`config.mk`:
```
export PLATFORM = sky130hd
export DESIGN_NAME = rom_arbiter
export DESIGN_NICKNAME = d
export VERILOG_FILES = /design/src/rtl/rom_arbiter.sv
export SDC_FILE = /design/constraint.sdc
export NUM_CORES = 1
export LEC_CHECK = 0
export CAP_MARGIN = 20
export CORE_MARGIN = 8
export CORE_UTILIZATION = 44
export DETAILED_ROUTE_END_ITERATION = 8
export HOLD_SLACK_MARGIN = 0.12
export PLACE_DENSITY = 0.85
export SETUP_SLACK_MARGIN = 0.1
export SYNTH_ARGS = -nofsm -noshare
export SYNTH_HDL_FRONTEND = slang
export SYNTH_SLANG_ARGS = --single-unit
export TNS_END_PERCENT = 100
```
`constraint.sdc`:
```
create_clock -name clk -period 2.9 [get_ports clk]
set_input_delay 0.58 -clock clk [delete_from_list [all_inputs] [get_ports clk]]
set_output_delay 0.58 -clock clk [all_outputs]
set_load 0.005 [all_outputs]
```
`src/rtl/rom_arbiter.sv`:
```
// rom_arbiter: shares one combinational ROM between an instruction-fetch port
// (port 0) and a data-load port (port 1). Each port owns a single-entry
// response slot; read data returns exactly one cycle after the grant.
// Configuration macro: ROM_ARB_RR_EN selects round-robin arbitration between
// contending ports; when undefined, port 0 has fixed priority.
module rom_arbiter #(
    parameter int ADDR_BITS = 10,
    parameter int DATA_BITS = 32
) (
    input  logic                 clk,
    input  logic                 rst,

    input  logic                 req0_valid,
    input  logic [ADDR_BITS-1:0] req0_addr,
    output logic                 req0_ready,
    output logic                 rsp0_valid,
    output logic [DATA_BITS-1:0] rsp0_data,
    input  logic                 rsp0_ready,

    input  logic                 req1_valid,
    input  logic [ADDR_BITS-1:0] req1_addr,
    output logic                 req1_ready,
    output logic                 rsp1_valid,
    output logic [DATA_BITS-1:0] rsp1_data,
    input  logic                 rsp1_ready,

    output logic [ADDR_BITS-1:0] rom_addr,
    output logic                 rom_sel,
    input  logic [DATA_BITS-1:0] rom_dout
);

    logic elig0;
    logic elig1;
    logic contested;
    logic grant0;
    logic grant1;
    logic prefer1;

`ifdef ROM_ARB_RR_EN
    logic rr_ptr;

    // Preferred-port pointer: hands priority to the other port after each contested grant
    always_ff @(posedge clk) begin
        if (rst) begin
            rr_ptr <= 1'b0;
        end else if (contested) begin
            rr_ptr <= ~rr_ptr;
        end
    end

    assign prefer1 = rr_ptr;
`else
    assign prefer1 = 1'b0;
`endif

    // Eligibility and grant: a port may win only if its slot is free or draining this cycle
    always_comb begin
        elig0     = 1'b0;
        elig1     = 1'b0;
        contested = 1'b0;
        grant0    = 1'b0;
        grant1    = 1'b0;
        if (!rst) begin
            elig0 = req0_valid && (!rsp0_valid || rsp0_ready);
            elig1 = req1_valid && (!rsp1_valid || rsp1_ready);
        end
        contested = elig0 && elig1;
        grant0    = elig0 && (!elig1 || !prefer1);
        grant1    = elig1 && (!elig0 || prefer1);
    end

    // ROM drive: the winner's address with the enable, otherwise an idle zero bus
    always_comb begin
        req0_ready = grant0;
        req1_ready = grant1;
        rom_sel    = grant0 || grant1;
        rom_addr   = '0;
        if (grant0) begin
            rom_addr = req0_addr;
        end else if (grant1) begin
            rom_addr = req1_addr;
        end
    end

    // Port 0 response slot: capture on grant, hold until consumed, clear data when empty
    always_ff @(posedge clk) begin
        if (rst) begin
            rsp0_valid <= 1'b0;
            rsp0_data  <= '0;
        end else if (grant0) begin
            rsp0_valid <= 1'b1;
            rsp0_data  <= rom_dout;
        end else if (rsp0_ready) begin
            rsp0_valid <= 1'b0;
            rsp0_data  <= '0;
        end
    end

    // Port 1 response slot: same behaviour as port 0, independent stall
    always_ff @(posedge clk) begin
        if (rst) begin
            rsp1_valid <= 1'b0;
            rsp1_data  <= '0;
        end else if (grant1) begin
            rsp1_valid <= 1'b1;
            rsp1_data  <= rom_dout;
        end else if (rsp1_ready) begin
            rsp1_valid <= 1'b0;
            rsp1_data  <= '0;
        end
    end

endmodule

```
Yosys cells after proc, flatten, opt, wreduce, memory -nomap -nowiden
Cells that the tools add are included.

Flip-flop bits (word level): 66. Input port bits: 58. Output and inout bits: 79. Logic and storage cells: 27.

Muxes and demuxes: 12. Reduce and logical (&&, ||, !) cells: 11.

Operators with widths (number): $mux 32 (4); $mux 10 (2); $mux 1 (6); $reduce_bool 2->1 (2); $logic_and 1x1->1 (3); $logic_not 1->1 (3); $logic_or 1x1->1 (3).

Logic depth before layout (Yosys ltp)
Gate-level depths: netlist of run 1.

Word-level depth: 8. Depth in mapped cells: 7. Mapped depth without buffers: 4.

Worst setup path before layout of run 1
No wires, ideal clock.

Path kind: input-to-output. Start: input port req0_valid. End: output port rom_addr[1]. Arrival: 1.611 ns. Data required time: 2.320 ns. Slack: 0.709 ns. Stages on the path: 7. Path buffers: 3. Cell sequence: nor2b_1 buf_2 a211o_1 buf_6 inv_1 buf_4 a22o_1.

Longest elaborated chain between the ends: 6.

Ends and longest elaborated chain: from (decl) (RTL line 13) `input logic req0_valid,`; $logic_and 1x1->1 (RTL line 64) `elig0 = req0_valid && (!rsp0_valid || rsp0_ready);`; $mux 1 (RTL line 63) `if (!rst) begin`; $logic_not 1->1 (RTL line 69) `grant1 = elig1 && (!elig0 || prefer1);`; $logic_and 1x1->1 (RTL line 69); net req1_ready (RTL line 22) `output logic req1_ready,`; $mux 10 (RTL line 80) `end else if (grant1) begin`; $mux 10 (RTL line 78) `if (grant0) begin`; to (decl) (RTL line 27) `output logic [ADDR_BITS-1:0] rom_addr,`.

The timed path passes the listed nets, and every way through them passes these cells.

Final worst setup path of run 1
Start: input port rsp1_ready. End: output port req1_ready.

Longest elaborated chain between the ends: 4.

Ends and longest elaborated chain: from (decl) (RTL line 25) `input logic rsp1_ready,`; $logic_or 1x1->1 (RTL line 65) `elig1 = req1_valid && (!rsp1_valid || rsp1_ready);`; $logic_and 1x1->1 (RTL line 65); $mux 1 (RTL line 63); $logic_and 1x1->1 (RTL line 69); to (decl) (RTL line 22).

Every way passes these cells.

==> metrics.yaml, run 1 <==
run_status:
  outcome: "complete, no violations"
synthesis:
  synth_area_per_cell_um2: 10.3
  netlist_instances: 286
  synth_register_bits: 66
  synth_fp_nets: 344
  synth.distinct_cells: 20
  synth.cell_area_mm2: 0.00293
  synth.yosys.warnings: 0
  ys_seq_area_share_pct: 45.1
flow_run:
  maxCapViolCount: 0
drt:
  drcViolationCount: 0
  wl_per_cell_um: 19.6
  drt_first_iter_violations: 137
  route.vias.total: 2733
  detail-route-antenna-nets: 0
  routed_via_density: 5.57
  detail_route.wirelength_mm: 9.63
  drt-pass1-iter-count: 5
sta:
  timing_hold_violations_final: 0
  post_route_minimum_period_ns: 2.71
  min_period_over_period_pct: 93.5
  max_freq_ghz: 0.369
  slew_viol_final: 0
  skew_ns: 0.0123
  worstMarginPinSlew_ns: 0.881
  finalSetupTns_ns: 0
  unrepaired_setup_endpoints_after_global_routing: "no"
  report.final.setup_viol: 0
  slew-limit-headroom_pct: 41.2
final_layout:
  layout_area_growth_over_synthesis_pct: 54.8
  nNetsFinal: 466
  final_common_cell: "clkdlybuf4s50_1"
  final_cell_mix: "clkdlybuf4s50_1 (123), dfxtp_1 (66), a21oi_1 (33)"
  fill_cells: 518
  post_route_cell_area_mm2: 0.00454
  layout-drive-gt1-share_pct: 15.0
  postLayoutCoreUtil_pct: 71.1
clock_network:
  cts.sink_count: 66
  cts-buffers-inserted: 9
  cts_repair_resize_count: 14
  ctsRootBufferMaster: "clkbuf_8"
  postCtsSetupRepairBufs: 0
  ctsLongestPathBuffers: 2
  tritoncts_clock_tree: "yes"
  clkSlewWorstSetupHoldPaths_ns: 0.06
  hold_buffers: 0
  ctsHtreeMaxLevel: 3
  clk-insertion-delay-late_ns: 0.33
pwr:
  total_leakage_power_nw: 1.90
  power.total_mw: 2.20
  worst_ir_drop_vdd_mv: 0.374
  pwr_density_cell_mw_per_mm2: 484
min_path:
  hold_class: "flip-flop to flip-flop"
  hp-start: "rsp0_data[27]$_SDFFE_PP0P_"
worst_setup_path:
  critical_path.cell_chain: "clkdlybuf4s50_1 -> nor2b_1 -> a211o_2 -> inv_2 -> buf_12 -> clkdlybuf4s50_1"
  critPathLaunch: "rsp1_ready"
  crit_arrival_ns: 2.13
  path_class: "primary input to primary output"
  setup.worst_path.start_class: "primary input"
  max_stage_delay_ns: 0.50
  cpMaxStageDelayCell: "clkdlybuf4s50_1"
  crit_path_frequent_cell: "clkdlybuf4s50_1"
  cp_max_fo: 12
  r2r_path_start: "rsp1_valid$_SDFFE_PP0P_"
  cp.required_ns: 2.32
  worst_setup_path_end_kind: "primary output"
floorplan:
  floorplan.core_area_mm2: 0.00639
  floorplan.die_area_mm2: 0.00953
  start_util_pct: 45.9
  boundaryPins: 137
  die_h_um: 97.6
  core.rowCount: 29
  chipWidth_um: 97.6
place:
  detailedPlacementHpwl_mm: 6.73
  dpl-instance-area_mm2: 0.00433
  gp_congestion: 0.733
  io_buffer_count: 136
global_route:
  groute.layer.met1.usage_pct: 19.5
  grt_use_met2_pct: 35.8
  top_usage_layer_grt: "met2"
  globalRouteMet3Util_pct: 7.54
  grt_first_pass_wirelength_mm: 15.2
  grt_pass1_vias: 2887
  grt-ovfl-total: 0
  grt_util_all_layers_pct: 19.2
  grt_max_degree: 67
  antenna_found_initial: 1
-- metrics by stage --
| stage | instances | worst slack (ns) | hold WS [ns] |
|---|---|---|---|
| final | 491 | 0.189 | 0.504 |
| after global routing | 491 | 0.134 | 0.519 |
| after CTS | 490 | 0.179 | 0.504 |
| after detailed placement | 474 | -0.0828 | 0.494 |
| after global placement | 474 | -0.0722 | 0.477 |
| after floorplan | 286 | 0.709 | 0.487 |
-- path summary, 6_finish.rpt --
check	slack, ns	cells after the start	end
setup / recovery	0.19	6	req1_ready
hold / removal	0.50	2	rsp0_data[27]$_SDFFE_PP0P_
setup reg to reg	1.24	4	rsp1_data[0]$_SDFFE_PP0P_
hold reg to reg	0.50	2	rsp0_data[27]$_SDFFE_PP0P_
-- cell usage after synthesis --
| library cell | number | area (µm²) |
|---|---|---|
| dfxtp_1 | 66 | 1320 |
| a21oi_1 | 33 | 165 |
| and3_1 | 32 | 200 |
| nand3_1 | 32 | 160 |
| o311ai_0 | 32 | 280 |
| mux2_4 | 30 | 450 |
| clkbuf_1 | 26 | 97.6 |
| a22o_1 | 10 | 87.6 |
| inv_1 | 5 | 18.8 |
| buf_6 | 4 | 45.0 |
| buf_1 | 3 | 11.3 |
| buf_2 | 2 | 10.0 |
| mux2_2 | 2 | 22.5 |
| nand2b_1 | 2 | 12.5 |
| nor2b_1 | 2 | 12.5 |
| a211o_1 | 1 | 8.76 |
| and2_1 | 1 | 6.26 |
| buf_4 | 1 | 7.51 |
| o21a_1 | 1 | 7.51 |
| o21bai_1 | 1 | 7.51 |
-- report_power, final --
group | switching, mW | leakage [nW] | internal [mW]
logic | 0.153 | 1.25 | 0.228
registers | 0.0209 | 0.540 | 0.949
clock network | 0.340 | 0.103 | 0.508
total | 0.514 | 1.90 | 1.68
-- cells by family (layout without fill, tap and decap cells) --
logic type	after synthesis	after routing	share of synthesized area [%]
muxes	32	32	16.1
other	0	1	0
DFF	66	66	45.1
and+or+nand+nor	69	69	13.4
buffers and inverters	41	168	6.48
AOI/OAI and AO/OA	78	78	19.0
-- registers in the layout, summed over array words and instances, names as in the netlist --
signal,flops
rsp0_valid,1
rsp0_data,32
rsp1_valid,1
rsp1_data,32
-- per-layer routing --
| layer | wire [µm] | vias to the layer above |
|---|---|---|
| met3 | 633 | 4 |
| met5 | 0 | - |
| met2 | 5070 | 92 |
| met1 | 3870 | 1310 |
| li1 | - | 1327 |
| met4 | 58 | 0 |
-- layout make-up --
cell class | count | area [µm²] | share of cell area [%]
Tap cell | 77 | 96.3 | 2.12
Antenna cell | 1 | 2.50 | 0.0551
Multi-Input combinational cell | 179 | 1430 | 31.6
Clock inverter | 4 | 75.1 | 1.65
Inverter | 5 | 18.8 | 0.413
Sequential cell | 66 | 1320 | 29.1
Clock buffer | 12 | 145 | 3.20
Timing Repair Buffer | 147 | 1450 | 31.9
-- worst max-delay path, delay by kind of cell --
family                 cells  cell delay (ns)
AO/OA/AOI/OAI              1             0.32
buffers and inverters      4             1.17
AND/OR/NAND/NOR            1             0.06
Power figures use the tool's default switching activity.
==> run 2: changes to the inputs <==
- CORE_UTILIZATION: 44 -> 50
- DONT_BUFFER_PORTS: not set -> 1
- PLACE_DENSITY: 0.85 -> not set
==> metrics.yaml, run 2 (same netlist as run 1, synthesis figures left out) <==
pwr:
  pwr_density_cell_mw_per_mm2: 637
  comb_power_share_pct: 8.2
  worst_ir_drop_vdd_mv: 0.310
  relative_contribution_of_the_clock_network_to_total_power_pct: 42.6
  switching_share_pct: 23.3
  power.share.sequential_pct: 49.2
  total_leakage_power_nw: 1.33
  power_switching_uw: 465
  intPower_mw: 1.53
worst_setup_path:
  crit_arrival_ns: 1.74
  max_stage_delay_ns: 0.34
  cpMaxStageDelayCell: "a211o_2"
  timing.reg2reg.worst_path_depth: 4
  critical_path.endpoint: "rom_addr[5]"
  cp.required_ns: 2.32
  critical_path.top_delay_family: "compound AO/OA/AOI/OAI gates"
  setup.worst_path.start_class: "primary input"
  cp_max_fo: 12
  critPathLaunch: "req0_valid"
  worst_setup_path_end_kind: "primary output"
  worstPathBufferInverterCount: 2
  worstReg2RegEnd: "rsp1_data[0]$_SDFFE_PP0P_"
  r2r_path_start: "rsp1_valid$_SDFFE_PP0P_"
  path_class: "primary input to primary output"
  worst-path-stages: 5
  critical_path.cell_chain: "nor2b_2 -> buf_4 -> a211o_2 -> inv_1 -> a22o_1"
  r2r_setup_slack_ns: 1.18
final_layout:
  layout-drive-gt1-share_pct: 20.5
  postLayoutCoreUtil_pct: 54.2
  largest_registers: "rsp0_data (32), rsp1_data (32)"
  final_cell_mix: "dfxtp_1 (66), a21oi_1 (33), nand3_1 (32), o311ai_0 (32), and3_1 (32)"
  layout_area_growth_over_synthesis_pct: 6.74
  final_common_cell: "dfxtp_1"
  nNetsFinal: 326
  n_antenna_cell: 0
global_route:
  grt_pass1_vias: 2266
  antenna_found_initial: 0
  grt_max_degree: 69
  globalRouteMet3Util_pct: 8.01
  grt_first_pass_wirelength_mm: 12.5
  top_usage_layer_grt: "met2"
  grt-ovfl-total: 0
  groute.layer.met1.usage_pct: 21.8
  grt_util_all_layers_pct: 18.4
  grt_use_met2_pct: 28.5
clock_network:
  clk-insertion-delay-late_ns: 0.34
  ctsHtreeMaxLevel: 3
  ctsRootBufferMaster: "clkbuf_8"
  tritoncts_clock_tree: "yes"
  cts-buffers-inserted: 9
  cts_repair_resize_count: 0
  postCtsSetupRepairBufs: 0
  clkSlewWorstSetupHoldPaths_ns: 0.07
  hold_buffers: 0
  cts.sink_count: 66
  ctsLongestPathBuffers: 2
run_status:
  outcome: "complete, no violations"
sta:
  slew_viol_final: 0
  post_route_minimum_period_ns: 2.32
  min_period_over_period_pct: 80.0
  max_freq_ghz: 0.431
  slew-limit-headroom_pct: 41.2
  worstMarginPinSlew_ns: 0.880
  skew_ns: 0.0116
  hold_slack_ns: 0.312
  finalSetupTns_ns: 0
  timing_hold_violations_final: 0
  report.final.setup_viol: 0
  unrepaired_setup_endpoints_after_global_routing: "no"
drt:
  detail-route-antenna-nets: 0
  drcViolationCount: 0
  drt-pass1-iter-count: 4
  drt_first_iter_violations: 100
  detail_route.wirelength_mm: 7.89
  wl_per_cell_um: 22.7
  route.vias.total: 2197
  routed_via_density: 6.31
floorplan:
  die_h_um: 92.6
  start_util_pct: 50.7
  floorplan.die_area_mm2: 0.00857
  core.rowCount: 28
  boundaryPins: 137
  chipWidth_um: 92.6
  floorplan.core_area_mm2: 0.00578
flow_run:
  maxCapViolCount: 0
place:
  gp_congestion: 0.685
  io_buffer_count: 0
  detailedPlacementHpwl_mm: 5.24
min_path:
  hold_class: "primary input to flip-flop"
-- run 2: how the worst min path moves through the flow --
stage	from	to	cells past startpoint
after detailed placement	rsp0_data[20]$_SDFFE_PP0P_	rsp0_data[20]$_SDFFE_PP0P_	2
final	rst	rsp0_data[27]$_SDFFE_PP0P_	1
after CTS	rst	rsp0_data[30]$_SDFFE_PP0P_	1
after floorplan	rsp0_data[14]$_SDFFE_PP0P_	rsp0_data[14]$_SDFFE_PP0P_	2
after global placement	rsp0_data[24]$_SDFFE_PP0P_	rsp0_data[24]$_SDFFE_PP0P_	2
after global routing	rst	rsp0_data[27]$_SDFFE_PP0P_	1
-- run 2: metal layers --
metal,vias up,routed length (µm)
met4,0,131
li1,1042,-
met1,1063,3210
met5,-,0
met3,11,841
met2,81,3710
-- run 2: area by class of cell --
class | instances | area, µm²
flip-flops and latches | 66 | 1320
fillers | 521 | 2650
repair buffers | 7 | 52.6
inverters | 5 | 18.8
well taps | 75 | 93.8
clock inverters | 5 | 77.6
multi-input cells | 179 | 1430
clock buffers | 11 | 141
-- run 2: power by group through the flow --
stage               sequential, mW  combinational [mW]  clock (mW)
floorplan                    0.991               0.153           0
global placement              1.00               0.162           0
detailed placement            1.00               0.166           0
CTS                          0.983               0.166       0.870
global route                 0.987               0.182       0.922
finish                       0.981               0.165       0.849
-- run 2: stage by stage --
stage                     cells  total power, mW  worst slack, ns  cell area (µm²)
after global routing        348             2.09            0.510             3130
after detailed placement    332             1.17            0.573             2910
final                       348             1.99            0.581             3130
after CTS                   348             2.02            0.571             3130
after floorplan             286             1.14            0.709             2930
after global placement      332             1.16            0.608             2910
